### config.mk
export PLATFORM = sky130hd
export DESIGN_NAME = axis_upsize_w2x
export DESIGN_NICKNAME = d
export VERILOG_FILES = /design/src/rtl/axis_upsize_w2x_pkg.sv /design/src/rtl/axis_upsize_w2x_out_reg.sv /design/src/rtl/axis_upsize_w2x.sv
export SDC_FILE = /design/constraint.sdc
export NUM_CORES = 2
export LEC_CHECK = 0
export ABC_AREA = 1
export CAP_MARGIN = 20
export CORE_AREA = 3 3 351 353
export CTS_BUF_LIST = sky130_fd_sc_hd__clkbuf_16
export DETAILED_ROUTE_END_ITERATION = 8
export DIE_AREA = 0 0 354 356
export DONT_BUFFER_PORTS = 1
export GPL_ROUTABILITY_DRIVEN = 1
export PLACE_DENSITY = 0.52
export SLEW_MARGIN = 20
export SYNTH_ARGS = -nofsm -noshare
export SYNTH_HDL_FRONTEND = slang
export SYNTH_HIERARCHICAL = 1
export SYNTH_SLANG_ARGS = --single-unit
### constraint.sdc
create_clock -name clk -period 1.87 [get_ports clk]
set_input_delay 0.374 -clock clk [delete_from_list [all_inputs] [get_ports clk]]
set_output_delay 0.374 -clock clk [all_outputs]
set_load 0.01 [all_outputs]
### src/rtl/axis_upsize_w2x_pkg.sv
// axis_upsize_w2x_pkg: state encoding and default widths shared by the upsizer and its partner downsizer.
package axis_upsize_w2x_pkg;
  typedef enum logic {S_LO = 1'b0, S_HI = 1'b1} state_t;
  localparam int C_WIDTH_TDATA_DEF = 512;
  localparam int C_WIDTH_TKEEP_DEF = C_WIDTH_TDATA_DEF / 8;
  localparam int C_WIDTH_CNT_DEF = 32;
endpackage

### src/rtl/axis_upsize_w2x_out_reg.sv
// axis_out_reg: single valid/ready output register; a load always wins over a drain so there is no bubble.
module axis_out_reg #(
  parameter int W = 1
) (
  input  logic         clk,
  input  logic         rst,
  input  logic         load_i,
  input  logic [W-1:0] data_i,
  input  logic         ready_i,
  output logic         valid_o,
  output logic [W-1:0] data_o
);
  logic         valid_q;
  logic [W-1:0] data_q;
  always_ff @(posedge clk) begin
    if (rst) begin
      valid_q <= 1'b0;
      data_q  <= '0;
    end else if (load_i) begin
      valid_q <= 1'b1;
      data_q  <= data_i;
    end else if (ready_i) begin
      valid_q <= 1'b0;
    end
  end
  assign valid_o = valid_q;
  assign data_o  = data_q;
endmodule

### src/rtl/axis_upsize_w2x.sv
// axis_upsize_w2x: packs pairs of half-width AXI4-Stream beats into one full-width registered beat.
module axis_upsize_w2x
  import axis_upsize_w2x_pkg::*;
#(
  parameter int C_WIDTH_TDATA = C_WIDTH_TDATA_DEF,
  parameter int C_WIDTH_TKEEP = C_WIDTH_TDATA / 8,
  parameter int C_WIDTH_CNT   = C_WIDTH_CNT_DEF
) (
  input  logic                       clk,
  input  logic                       rst,
  input  logic                       in_TVALID,
  output logic                       in_TREADY,
  input  logic [C_WIDTH_TDATA/2-1:0] in_TDATA,
  input  logic [C_WIDTH_TKEEP/2-1:0] in_TKEEP,
  input  logic                       in_TLAST,
  output logic                       out_TVALID,
  input  logic                       out_TREADY,
  output logic [C_WIDTH_TDATA-1:0]   out_TDATA,
  output logic [C_WIDTH_TKEEP-1:0]   out_TKEEP,
  output logic                       out_TLAST,
  output logic [C_WIDTH_CNT-1:0]     pkt_cnt
);
  localparam int H  = C_WIDTH_TDATA / 2;
  localparam int KH = C_WIDTH_TKEEP / 2;
  localparam int P  = 1 + C_WIDTH_TKEEP + C_WIDTH_TDATA;
  state_t           state_q, state_d;
  logic [H-1:0]     hold_data_q;
  logic [KH-1:0]    hold_keep_q;
  logic [C_WIDTH_CNT-1:0] pkt_cnt_q;
  logic             acc, done;
  logic [P-1:0]     pay_d, pay_q;
  assign in_TREADY = !out_TVALID | out_TREADY;
  assign acc       = in_TVALID & in_TREADY;
  always_comb begin
    state_d = acc ? ((state_q == S_LO && !in_TLAST) ? S_HI : S_LO) : state_q;
    done    = acc & ((state_q == S_HI) | in_TLAST);
    pay_d   = (state_q == S_HI) ? {in_TLAST, in_TKEEP, hold_keep_q, in_TDATA, hold_data_q}
                                : {1'b1, {KH{1'b0}}, in_TKEEP, {H{1'b0}}, in_TDATA};
  end
  always_ff @(posedge clk) begin
    if (rst) begin
      state_q     <= S_LO;
      hold_data_q <= '0;
      hold_keep_q <= '0;
      pkt_cnt_q   <= '0;
    end else begin
      state_q <= state_d;
      if (acc && state_q == S_LO && !in_TLAST) begin
        hold_data_q <= in_TDATA;
        hold_keep_q <= in_TKEEP;
      end
      if (out_TVALID && out_TREADY && out_TLAST) pkt_cnt_q <= pkt_cnt_q + C_WIDTH_CNT'(1);
    end
  end
  axis_out_reg #(.W(P)) u_out (
    .clk     (clk),
    .rst     (rst),
    .load_i  (done),
    .data_i  (pay_d),
    .ready_i (out_TREADY),
    .valid_o (out_TVALID),
    .data_o  (pay_q)
  );
  assign {out_TLAST, out_TKEEP, out_TDATA} = pay_q;
  assign pkt_cnt = pkt_cnt_q;
endmodule

# == Word level (Yosys, flattened, before mapping) ==
# Cells that the tools add are included.
# W data, S select, Z words.
# word_totals
out_inout_bits,611
input_bits,293
elab_cells,24
reg_bits,899
# op_classes
reduce_logical,8
bitwise_logic,5
mux,4
n_addsub,1
# ops
cell,count
$mux W577,1
$add A32 B1 Y32 const B,1
$logic_and A1 B1 Y1,5
$mux W1,3
$and A1 B1 Y1,2
$logic_not A1 Y1,2
$or A1 B1 Y1,2
$reduce_bool A2 Y1,1
$not A1 Y1,1

# == Longest topological paths before layout ==
# logic_depth
word_depth,5
depth_mapped,11
ltp_nobuf,9

# == By module ==
# The synthesis kept the hierarchy.
# by_module_without_submodules
mod,seq_area_each_um2,instances,cells_per_inst,area_each_um2
axis_out_reg,11571.1,1,2505,20230.7
axis_upsize_w2x,6426.2,1,2769,17179.0

# == Least setup slack after synthesis ==
# Ideal clock, no wire load.
# synth_timing
path_type,register -> register
from,register u_out.valid_q (netlist: u_out/valid_o)
to,register u_out.data_q[135] (netlist: u_out/data_o[135])
required_time_ps,1754
n_path_buf,4
setup_time_ps,116
t_arrival_ps,1458
setup_slack_ps,296
path_stages_with_launch,11
path_cell_list,dfxtp_1 -> nand2_2 -> nand2_1 -> nor2_1 -> buf_6 -> inv_2 -> buf_6 -> buf_12 -> buf_12 -> nor2_1 -> nor2_1
# synth_via
elab_chain_cells,4
# synth_rtl
element,line_no,rtl
"start, declared",axis_upsize_w2x_out_reg.sv:13,logic valid_q;
"start signal, assigned",axis_upsize_w2x_out_reg.sv:17,valid_q <= 1'b0;
"start signal, assigned",axis_upsize_w2x_out_reg.sv:20,valid_q <= 1'b1;
"start signal, assigned",axis_upsize_w2x_out_reg.sv:23,valid_q <= 1'b0;
$logic_not A1 Y1,axis_upsize_w2x.sv:32,assign in_TREADY = !out_TVALID | out_TREADY;
$or A1 B1 Y1,axis_upsize_w2x.sv:32,
named net in_TREADY,axis_upsize_w2x.sv:12,"output logic in_TREADY,"
$and A1 B1 Y1,axis_upsize_w2x.sv:33,assign acc = in_TVALID & in_TREADY;
$and A1 B1 Y1,axis_upsize_w2x.sv:36,done = acc & ((state_q == S_HI) | in_TLAST);
named net done,axis_upsize_w2x.sv:30,"logic acc, done;"
"end signal, assigned",axis_upsize_w2x_out_reg.sv:21,data_q <= data_i;
"end, declared",axis_upsize_w2x_out_reg.sv:14,logic [W-1:0] data_q;
# The timed path passes the listed nets, and every way through them passes these cells.
# A chain may end at the register's enable or synchronous reset.

# == Worst setup path after layout ==
# layout_timing
from,register u_out.valid_q (netlist: u_out/valid_o)
to,register pkt_cnt_q[2] (netlist: pkt_cnt[2])
# layout_via
elab_chain_cells,2
# layout_rtl
element,line_no,rtl
$logic_and A1 B1 Y1 (2 in a row),axis_upsize_w2x.sv:52,if (out_TVALID && out_TREADY && out_TLAST) pkt_cnt_q <= pkt_cnt_q + C_WIDTH_CNT'(1);
"end signal, assigned",axis_upsize_w2x.sv:52,
"end, declared",axis_upsize_w2x.sv:29,logic [C_WIDTH_CNT-1:0] pkt_cnt_q;
# No other way between the ends.

==> impl_metrics.ini <==
[sta]
clock_skew_ps = 16.4
rsz0062_at_grt = true
worst_slack_ps = 129
holdWs_ps = 49.7
fmax_mhz = 574
post-route-period-util_pct = 93.1
worst_slew_pin_slew_ps = 1050
finalSetupViolations = 0
relSlewSlack_pct = 30.0
fin_crit_ps = 1740
drv_slew = 0
hold_viol = 0

[grt]
gr-total-overflow = 0
grt_pass1_vias = 31030
grt_pass1_wl_mm = 194
grt_use_total_pct = 19.5
grt_start_max_net_pins = 143
antenna_found_initial = 11

[clock_network]
post_cts_buffers = 0
cts_max_level = 3
clkTransAtPathRegs_ps = 60
clock-sinks = 899
numCtsBuffers = 99
clockRootBuffer = clkbuf_16
clkLatencyLatePin_ps = 680
clockBufferDepth = 3
cts_tree = done

[logic_synthesis]
synth-seq-cells = 899
netlist_area_um2 = 37400
avgSynthCellArea_um2 = 7.09
ys.flop_type = dfxtp_1
synth.largest_area_cell = dfxtp_1
syn_inst = 5274
ys_seq_area_share_pct = 48.1
synth_cell_type_count = 34
synth_nets = 5568
synthTopCellsByArea = dfxtp_1, nor2_1, o21ai_0, a21oi_1, inv_1
async_reset_ff_share_pct = 0
yosysWarnings = 6
yosys-top-cells-count = nor2_1, dfxtp_1, o21ai_0, inv_1, a21oi_1
synth_edf_count = 0
synth_top_area_share_pct = 48.1
yosysMostFrequentCell = nor2_1

[route]
drtIter0Drc = 2406
routedWlPerCell_um = 18.1
ant_nets = 0
via_count = 33458
wl_mm = 130
dr.pass1.iters = 6
drcViolationCount = 0
vias_per_cell = 4.67

[worst_setup_path]
cp-end-kind = flop
slowest_stage = dlygate4sd3_1
path_buf_inv = 2
timing.rr.start = u_out/valid_o$_SDFFE_PP0P_
crit_arrival_ps = 2360
startpoint = u_out/valid_o$_SDFFE_PP0P_
crit_chain = buf_4, nand2_1, nor2_4, a21oi_1, nor3_1, dlygate4sd3_1
r2r_setup_slack_ps = 130
critPathKind = flop to flop
cp_top_family = buffers and inverters
critPathLaunchType = flop
r2r-end = pkt_cnt[2]$_SDFFE_PP0P_
crit_path_max_incr_delay_ps = 580
cp_data_required_time_ps = 2490
cp_max_fo = 8
reg2reg_depth = 6

[finish]
stdcell_count = 7162
drive_gt1_share_pct = 6.01
design_area_um2 = 45300
area_growth_pct = 21.0
fin_util_pct = 37.7
finish.net_count = 5762
nFillCells = 12784

[die]
core_area_um2 = 120000
die_x_um = 354
rows = 127
initial_core_util_pct = 31.1
die_h_um = 356
die_area_um2 = 126000
ioPinCount = 904

[flow_run]
max_cap_violations = 0

[outcome]
status = finished, final reports clean

[placed_design]
dp.cells = 6685
dpl.hpwl_mm = 89.5
io_buffers = 0
dpl_worst_slack_ps = 25.9
gp_congestion = 0.865
place_area_um2 = 39300

[hold_path]
hold_depth = 4
hold_path.class = primary input to flop
holdPathEnd = u_out/data_o[180]$_SDFFE_PP0P_
worstHoldStart = in_TDATA[180]

[power_and_ir_drop]
leakagePower_nw = 20.8
power.density_nw_per_um2 = 1020
ir_drop_mv = 0.694
-- worst reg2reg max path: cells and delay by family, from the launching register on --
kind                   cells  cell delay, ps
AOI/OAI and AO/OA          1             100
buffers and inverters      2             750
DFF                        1             340
and+or+nand+nor            3             500
-- cell usage in the layout (no fill, tap or decap), drive strengths merged, types with 2 or more instances in the layout --
| master | netlist | final |
|---|---|---|
| o21ai | 877 | 877 |
| dlygate4sd3 | 0 | 293 |
| buf | 200 | 183 |
| nand4 | 6 | 6 |
| clkinv | 1 | 35 |
| dfxtp | 899 | 899 |
| nor3b | 3 | 3 |
| nor3 | 6 | 6 |
| inv | 610 | 639 |
| diode | 0 | 9 |
| bufinv | 0 | 5 |
| nor2 | 1502 | 1502 |
| o21a | 3 | 3 |
| nand2 | 345 | 345 |
| a21oi | 595 | 595 |
| clkbuf | 184 | 103 |
| nand3 | 34 | 34 |
| clkinvlp | 0 | 3 |
| xor2 | 2 | 2 |
-- final cells by class --
class                   count  area (µm²)  share of cell area (%)
clock inverters            71         447                   0.987
clock buffers             103        2580                    5.69
well taps                1612        2020                    4.46
flip-flops and latches    899       18000                    39.8
diodes                      9        22.5                  0.0497
inverters                 611        2320                    5.12
multi-input cells        3380       14800                    32.6
repair buffers            477        5140                    11.4
-- what timing repair did --
action,4_1_cts,5_1_grt
endpoints found under the setup margin,0,226
endpoints found under the hold margin,876,0
gates resized for setup,0,5
hold buffers,294,0
-- layer usage --
metal / vias up / GRT usage, % / part of all wire, %
met5: - / 0 / 0.010
met3: 223 / 6.59 / 8.0
li1: 17035 / - / -
met4: 2 / 6.95 / 3.4
met1: 15209 / 23.1 / 41
met2: 989 / 32.9 / 48
-- worst max-delay path by stage --
stage | to | slack [ps] | cells past startpoint
final | pkt_cnt[2]$_SDFFE_PP0P_ | 130 | 6
after CTS | u_out/data_o[210]$_SDFFE_PP0P_ | 8 | 7
after floorplan | u_out/data_o[135]$_SDFFE_PP0P_ | 300 | 10
after detailed placement | u_out/data_o[405]$_SDFFE_PP0P_ | 30 | 6
after global placement | u_out/data_o[405]$_SDFFE_PP0P_ | -70 | 6
after global routing | pkt_cnt[2]$_SDFFE_PP0P_ | -3 | 6
-- registers in the layout, indices dropped and copies added (netlist names) --
name,flops
state_q,1
pkt_cnt,32
u_out/data_o,577
u_out/valid_o,1
hold_keep_q,32
hold_data_q,256
-- report_power, final --
group	total [mW]	switching, mW	internal [mW]
sequential	22.1	1.50	20.6
clock	18.6	8.07	10.6
combinational	5.49	3.42	2.07
total	46.2	13.0	33.2
-- kinds of logic (layout without fill, tap and decap cells) --
family | count (synthesis) | after routing | synth area share [%]
simple gates | 1899 | 1899 | 19.5
compound gates | 1478 | 1478 | 19.8
buf+inv | 995 | 1262 | 12.5
flops | 899 | 899 | 48.1
xor+xnor | 2 | 2 | 0.0468
fa+ha+maj | 1 | 1 | 0.0334
other cells | 0 | 9 | 0
-- stage by stage --
step | TNS (ps) | total power [mW]
after floorplan | 0 | 25.6
after global placement | -68.2 | 27.2
after detailed placement | 0 | 27.2
after CTS | 0 | 46.8
after global routing | -3.34 | 48.4
final | 0 | 46.2
Power figures use the tool's default switching activity.
